===== src/rtl/im_frame_writer_if.sv =====
// Pixel stream in, per-bank BRAM port-A writes out.
// master drives the pixel stream and observes the writes; slave is the frame writer.
`timescale 1ns/1ps
interface im_frame_writer_if #(
  parameter int ADDR_W = 16
) ();
  logic              pix_valid;
  logic              pix_sof;
  logic [7:0]        pix_r;
  logic [7:0]        pix_g;
  logic [7:0]        pix_b;
  logic              pix_ready;
  logic [ADDR_W-1:0] wr_addr;
  logic [7:0]        wr_r;
  logic [7:0]        wr_g;
  logic [7:0]        wr_b;
  logic [2:0]        wr_we;

  modport master (
    output pix_valid, pix_sof, pix_r, pix_g, pix_b,
    input  pix_ready, wr_addr, wr_r, wr_g, wr_b, wr_we
  );

  modport slave (
    input  pix_valid, pix_sof, pix_r, pix_g, pix_b,
    output pix_ready, wr_addr, wr_r, wr_g, wr_b, wr_we
  );
endinterface


===== src/rtl/im_frame_writer.sv =====
// Writes one streamed H_IM x V_IM RGB frame into the selected image bank; writes appear one cycle after
// the accepted beat, pix_ready is high only while armed. Optional checksum under IM_WRITER_CKSUM_EN.
`timescale 1ns/1ps
module im_frame_writer #(
  parameter int H_IM   = 227,
  parameter int V_IM   = 227,
  parameter int ADDR_W = 16
) (
  input  logic              video_clk,
  input  logic              rst,
  input  logic              start,
  input  logic [1:0]        bank_in,
  im_frame_writer_if.slave  pix,
  output logic              busy,
  output logic              done,
  output logic              sof_err,
  output logic [15:0]       cksum
);

  localparam int unsigned       NPIX = H_IM * V_IM;
  localparam logic [ADDR_W-1:0] LAST = ADDR_W'(NPIX - 1);

  typedef enum logic [1:0] {IDLE, WAIT_SOF, WRITE, DONE} state_t;

  state_t            state_q, state_d;
  logic [ADDR_W-1:0] cnt_q, cnt_d;
  logic [1:0]        bank_q, bank_d;
  logic              err_q, err_d;
  logic              accept;
  logic              wr_en;
  logic [ADDR_W-1:0] waddr;

  assign pix.pix_ready = (state_q == WAIT_SOF) || (state_q == WRITE);
  assign accept        = pix.pix_valid && pix.pix_ready;
  assign busy          = pix.pix_ready;
  assign done          = (state_q == DONE);
  assign sof_err       = err_q;

  always_comb begin
    state_d = state_q;
    cnt_d   = cnt_q;
    bank_d  = bank_q;
    err_d   = err_q;
    wr_en   = 1'b0;
    waddr   = cnt_q;
    if (start) begin
      // start re-arms from any state; a beat in the same cycle is dropped
      state_d = WAIT_SOF;
      cnt_d   = '0;
      err_d   = 1'b0;
      bank_d  = (bank_in == 2'd3) ? 2'd0 : bank_in;
    end else if (accept) begin
      if (pix.pix_sof) begin
        waddr = '0;
        wr_en = 1'b1;
        if (state_q == WRITE && cnt_q != '0) err_d = 1'b1;
      end else if (state_q == WRITE) begin
        waddr = cnt_q;
        wr_en = 1'b1;
      end
      if (wr_en) begin
        if (waddr == LAST) begin
          state_d = DONE;
          cnt_d   = '0;
        end else begin
          state_d = WRITE;
          cnt_d   = waddr + 1'b1;
        end
      end
    end
  end

  always_ff @(posedge video_clk or posedge rst) begin
    if (rst) begin
      state_q     <= IDLE;
      cnt_q       <= '0;
      bank_q      <= 2'd0;
      err_q       <= 1'b0;
      pix.wr_we   <= 3'b000;
      pix.wr_addr <= '0;
      pix.wr_r    <= 8'd0;
      pix.wr_g    <= 8'd0;
      pix.wr_b    <= 8'd0;
    end else begin
      state_q   <= state_d;
      cnt_q     <= cnt_d;
      bank_q    <= bank_d;
      err_q     <= err_d;
      pix.wr_we <= wr_en ? (3'b001 << bank_q) : 3'b000;
      // address and data hold between writes
      if (wr_en) begin
        pix.wr_addr <= waddr;
        pix.wr_r    <= pix.pix_r;
        pix.wr_g    <= pix.pix_g;
        pix.wr_b    <= pix.pix_b;
      end
    end
  end

`ifdef IM_WRITER_CKSUM_EN
  logic [15:0] cksum_q;
  logic [15:0] beat_sum;

  assign beat_sum = 16'(pix.pix_r) + 16'(pix.pix_g) + 16'(pix.pix_b);

  always_ff @(posedge video_clk or posedge rst) begin
    if (rst) begin
      cksum_q <= 16'd0;
    end else if (start) begin
      cksum_q <= 16'd0;
    end else if (wr_en) begin
      // an SOF beat begins a fresh frame sum
      cksum_q <= (pix.pix_sof ? 16'd0 : cksum_q) + beat_sum;
    end
  end

  assign cksum = cksum_q;
`else
  assign cksum = 16'd0;
`endif

endmodule


===== src/flat_wrapper.sv =====
// flat-port wrapper written by rule: the top's interface ports become plain ports
module im_frame_writer_flat 
#(
  parameter int H_IM   = 227,
  parameter int V_IM   = 227,
  parameter int ADDR_W = 16
)
  (video_clk, rst, start, bank_in, busy, done, sof_err, cksum, pix_pix_valid, pix_pix_sof, pix_pix_r, pix_pix_g, pix_pix_b, pix_pix_ready, pix_wr_addr, pix_wr_r, pix_wr_g, pix_wr_b, pix_wr_we);
  im_frame_writer_if #(.ADDR_W(ADDR_W)) pix_i ();
  input  logic video_clk;
  input  logic rst;
  input  logic start;
  input  logic [1:0] bank_in;
  output logic busy;
  output logic done;
  output logic sof_err;
  output logic [15:0] cksum;
  input wire logic [$bits(pix_i.pix_valid)-1:0] pix_pix_valid;
  input wire logic [$bits(pix_i.pix_sof)-1:0] pix_pix_sof;
  input wire logic [$bits(pix_i.pix_r)-1:0] pix_pix_r;
  input wire logic [$bits(pix_i.pix_g)-1:0] pix_pix_g;
  input wire logic [$bits(pix_i.pix_b)-1:0] pix_pix_b;
  output wire logic [$bits(pix_i.pix_ready)-1:0] pix_pix_ready;
  output wire logic [$bits(pix_i.wr_addr)-1:0] pix_wr_addr;
  output wire logic [$bits(pix_i.wr_r)-1:0] pix_wr_r;
  output wire logic [$bits(pix_i.wr_g)-1:0] pix_wr_g;
  output wire logic [$bits(pix_i.wr_b)-1:0] pix_wr_b;
  output wire logic [$bits(pix_i.wr_we)-1:0] pix_wr_we;
  assign pix_i.pix_valid = pix_pix_valid;
  assign pix_i.pix_sof = pix_pix_sof;
  assign pix_i.pix_r = pix_pix_r;
  assign pix_i.pix_g = pix_pix_g;
  assign pix_i.pix_b = pix_pix_b;
  assign pix_pix_ready = pix_i.pix_ready;
  assign pix_wr_addr = pix_i.wr_addr;
  assign pix_wr_r = pix_i.wr_r;
  assign pix_wr_g = pix_i.wr_g;
  assign pix_wr_b = pix_i.wr_b;
  assign pix_wr_we = pix_i.wr_we;
  im_frame_writer #(.H_IM(H_IM), .V_IM(V_IM), .ADDR_W(ADDR_W)) u_core (.video_clk(video_clk), .rst(rst), .start(start), .bank_in(bank_in), .pix(pix_i), .busy(busy), .done(done), .sof_err(sof_err), .cksum(cksum));
endmodule

===== config.mk =====
export PLATFORM = sky130hd
export DESIGN_NAME = im_frame_writer_flat
export DESIGN_NICKNAME = d
export VERILOG_FILES = /design/src/rtl/im_frame_writer_if.sv /design/src/rtl/im_frame_writer.sv /design/src/flat_wrapper.sv
export SDC_FILE = /design/constraint.sdc
export NUM_CORES = 1
export LEC_CHECK = 0
export CAP_MARGIN = 25
export CORE_MARGIN = 3
export CORE_UTILIZATION = 45
export CTS_CLUSTER_DIAMETER = 150
export DETAILED_ROUTE_END_ITERATION = 16
export GPL_TIMING_DRIVEN = 0
export PLACE_DENSITY = 0.78
export SLEW_MARGIN = 20
export SYNTH_ARGS = -nofsm -noshare
export SYNTH_HDL_FRONTEND = slang
export SYNTH_SLANG_ARGS = --single-unit

===== constraint.sdc =====
create_clock -name video_clk -period 6 [get_ports video_clk]
set_clock_uncertainty 0.15 [all_clocks]
set_input_delay 1.2 -clock video_clk [delete_from_list [all_inputs] [get_ports video_clk]]
set_output_delay 1.2 -clock video_clk [all_outputs]
set_load 0.01 [all_outputs]

==> metrics.csv, run 1 <==
stage,metric,value,unit
power_and_ir_drop,P_int,822,µW
synth,Compound-Gate Fraction of Synth Area,0.0948,
layout,share of cells above drive strength 1,0.0926,
status,status,"finished, final reports clean",
global_routing,pin count of the biggest net entering global routing,55,
power_and_ir_drop,sequential share of power,0.447,
synth,Synth Area in Adders,0.0166,
sta,Tightest Pin Transition,915,ps
synth,"flops & latches, synth",64,
synth,Most used DFF post-synth,dfrtp_1,
detailed_routing,DR WL/cell,14.2,µm
detailed_routing,Vias/cell,5.18,
sta,RSZ-0062 raised after global routing,false,
synth,Synth area leaders,"dfrtp_1, nand2_1, buf_4",
floorplan,Die X,87.8,µm
sta,Final period util,0.588,
synth,sequential element share of the synthesized area,0.532,
synth,Synth Instances,335,
sta,Fin. Hold Viols,0,
sta,Slew HR,0.385,
clock_tree,Root Buffer,clkbuf_8,
critical_path,CP required,6100,ps
sta,Post-Route Setup TNS,0,ps
sta,Final WS setup,2470,ps
detailed_routing,initial DRC count,193,
clock_tree,# clock sinks,64,
placement,DP Worst Slack,2160,ps
critical_path,data arrival time of the worst path,3630,ps
placement,port buffer count,76,
synth,Mean Syn Cell Area,8.98,µm²
clock_tree,clock-pin slew of the registers on the worst-case setup and hold paths,70,ps
worst_hold_path,Min-Delay Path Class,reg -> reg,
clock_tree,CTS H-tree lvls,3,
floorplan,initial core utilization,0.469,
clock_tree,post-CTS sizing,0,
global_routing,first-pass GRT wire length,11900,µm
placement,routability cong.,0.896,
global_routing,initial antenna violation count,0,
sta,max-slew violations,0,
floorplan,# rows,29,
layout,area grow syn2layout,38.0,%
power_and_ir_drop,Power per Cell Area,273,nW/µm²
critical_path,Crit. End Element,flip-flop,
sta,Fmax,283,MHz
critical_path,Reg2Reg Depth,8,
power_and_ir_drop,worst-case vdd ir drop,0.127,mV
synth,Mapped Area,3010,µm²
synth,dominant cell type by area after synthesis,dfrtp_1,
synth,largest family of logic cells by synthesized area,simple AND/OR/NAND/NOR gates,
detailed_routing,Final ANT Viol Nets,0,
layout,Nets,473,
clock_tree,hold_buf cts,0,
worst_hold_path,worst hold stages,2,
clock_tree,Longest Clk Path Bufs,2,
synth,xor and xnor area share after synthesis,0.00582,
sta,final setup vio count,0,
critical_path,critical path class,in -> reg,
detailed_routing,aggregate routed wire length,7370,µm
layout,n_diodes,0,
detailed_routing,Vias,2693,
clock_tree,Clock Latency Late Sink,340,ps
floorplan,I/O pins,94,
synth,simple-gate portion of the synthesized area,0.265,
critical_path,critical path startpoint category,input pin,
global_routing,GRT Residual Overflow,0,
clock_tree,total CTS buffers,9,
run,# Max-Cap Violations,0,
clock_tree,CTS tree,yes,
power_and_ir_drop,Sw Pwr,311,µW
synth,post-synth top area share,0.532,
global_routing,vias in the first global route,2533,
floorplan,die height,87.8,µm
detailed_routing,drt drc,0,
synth,number of enable flip-flop cells after synthesis,0,
synth,post-synthesis cell type count,44,
clock_tree,post-CTS setup buffers,0,
synth,YS warnings,0,
sta,fin crit period,3530,ps
floorplan,core area,6420,µm²
power_and_ir_drop,Logic pwr share,0.226,
placement,post-DP HPWL,5500,µm
layout,Layout Utilization,0.646,
power_and_ir_drop,Leak Pwr,1.96,nW
power_and_ir_drop,sw frac,0.275,
detailed_routing,drt pass-1 iters,5,
critical_path,worst-path fanout max,10,
power_and_ir_drop,clock share of power,0.327,
layout,Fillers,508,
synth,mux contribution to synthesized area,0.00333,
synth,ys async rst share,1.00,
global_routing,Tot GR Track Use,0.198,
floorplan,DIE AREA,7700,µm²
-- final cells by class --
class                   count  area [µm²]  area share
plain buffers              33         191      0.0461
clock inverters             4        53.8      0.0130
flip-flops and latches     64        1600       0.386
inverters                  14        55.1      0.0133
multi-input cells         239        1220       0.294
clock buffers              12         145      0.0350
well taps                  77        96.3      0.0232
repair buffers             77         788       0.190
-- routing by layer --
layer | GRT usage | vias to the layer above | wire length [µm]
met2 | 0.303 | 116 | 3540
met4 | 0.0921 | 0 | 132
li1 | - | 1298 | -
met1 | 0.267 | 1265 | 3140
met5 | 0 | - | 0
met3 | 0.0442 | 14 | 561
-- cells by family (layout without fill, tap and decap cells) --
logic type                 after synthesis  in the layout
AOI/OAI and AO/OA                       41             41
muxes                                    1              1
buffers and inverters                   47            140
adders and majority gates                4              4
other                                    1             16
xor gates and xnor gates                 2              2
and+or+nand+nor                        175            175
DFF                                     64             64
-- sequential cells by signal (all words and copies together) (netlist names) --
name,count
u_core.pix.wr_addr,16
u_core.sof_err,1
u_core.cnt_q,16
u_core.pix.wr_g,8
u_core.pix.wr_we,3
u_core.bank_q,2
u_core.pix.wr_r,8
u_core.pix.wr_b,8
u_core.state_q,2
-- power groups by stage --
stage | clock network (mW) | registers [mW] | logic [mW]
finish | 0.370 | 0.507 | 0.257
CTS | 0.379 | 0.507 | 0.259
global placement | 0 | 0.513 | 0.249
detailed placement | 0 | 0.516 | 0.258
global route | 0.401 | 0.512 | 0.282
floorplan | 0 | 0.536 | 0.0886
-- synth_stat cells, types with 2 or more instances --
cell      count
nor2_1       13
a21oi_1       6
inv_1        14
nand4_1       4
xnor2_1       2
o31ai_1       6
nand3_1      15
nor4_1        4
dfrtp_1      64
a31oi_1       2
a22o_1        4
or4_1         2
nor3_1        6
buf_4        17
o21bai_1      3
nand2_1     114
nand4b_1      3
o21ai_1       6
o21ai_0       4
nand2b_1      2
nor2b_1       3
a32o_1        2
clkbuf_1     13
ha_1          4
buf_2         3
-- cells in the final DEF (no fill, tap or decap), types with 2 or more instances in the layout --
cell type / count
clkinvlp_4: 2
nor4_1: 4
ha_1: 4
inv_1: 13
nor2b_1: 3
nand2b_1: 2
a31oi_1: 2
or4_1: 2
a21oi_1: 6
nand4_1: 4
buf_2: 3
a32o_1: 2
o21ai_1: 6
nor3_1: 6
clkbuf_8: 10
nand2_1: 114
buf_4: 17
dfrtp_1: 64
nand4b_1: 3
o21bai_1: 3
o21ai_0: 4
xnor2_1: 2
clkdlybuf4s50_1: 76
nand3_1: 15
conb_1: 16
a22o_1: 4
clkbuf_1: 15
nor2_1: 13
o31ai_1: 6
-- per-stage QoR --
stage / instance area [µm²] / cells / hold WS, ps / power [mW]
after global placement: 3920 / 503 / 301 / 0.762
after detailed placement: 3950 / 504 / 306 / 0.774
after CTS: 4150 / 520 / 322 / 1.15
after floorplan: 3070 / 350 / 282 / 0.625
after global routing: 4150 / 520 / 348 / 1.20
final: 4150 / 520 / 313 / 1.13
-- path summary, 6_finish.rpt --
check | start | endpoint | slack (ps)
worst max-delay path | pix_pix_sof | u_core.cnt_q[10]$_DFFE_PP0P_ | 2470
min in group asynchronous | rst | u_core.pix.wr_b[2]$_DFFE_PP0P_ | 960
worst max register to register | u_core.state_q[0]$_DFFE_PP0P_ | u_core.cnt_q[10]$_DFFE_PP0P_ | 3370
worst min register to register | u_core.pix.wr_addr[2]$_DFFE_PP0P_ | u_core.pix.wr_addr[2]$_DFFE_PP0P_ | 310
worst min-delay path | u_core.pix.wr_addr[2]$_DFFE_PP0P_ | u_core.pix.wr_addr[2]$_DFFE_PP0P_ | 310
max in group asynchronous | rst | u_core.pix.wr_g[7]$_DFFE_PP0P_ | 4230
-- critical path, stage by stage --
cell,delay [ps]
clkdlybuf4s50_1,450
clkbuf_1,250
nor2b_1,250
inv_1,70
ha_1,230
nand4_1,150
nor4_4,70
or3_4,370
or4_4,520
o211ai_2,70
(Power assumes the default switching activity.)
==> run 2, diff against run 1 <==
clock period = 3.3 ns   (was 6 ns; I/O delays follow)
==> results of run 2 <==
Same layout as run 1 (identical final DEF). Status: finished, final reports clean.
Main changes from that run: setup slack after placement 2160 ps -> -3.96 ps; setup slack after layout 2470 ps -> 311 ps; register-to-register setup slack 3370 ps -> 670 ps; total power 1.13 mW -> 2.06 mW; worst IR drop on VDD 0.127 mV -> 0.231 mV
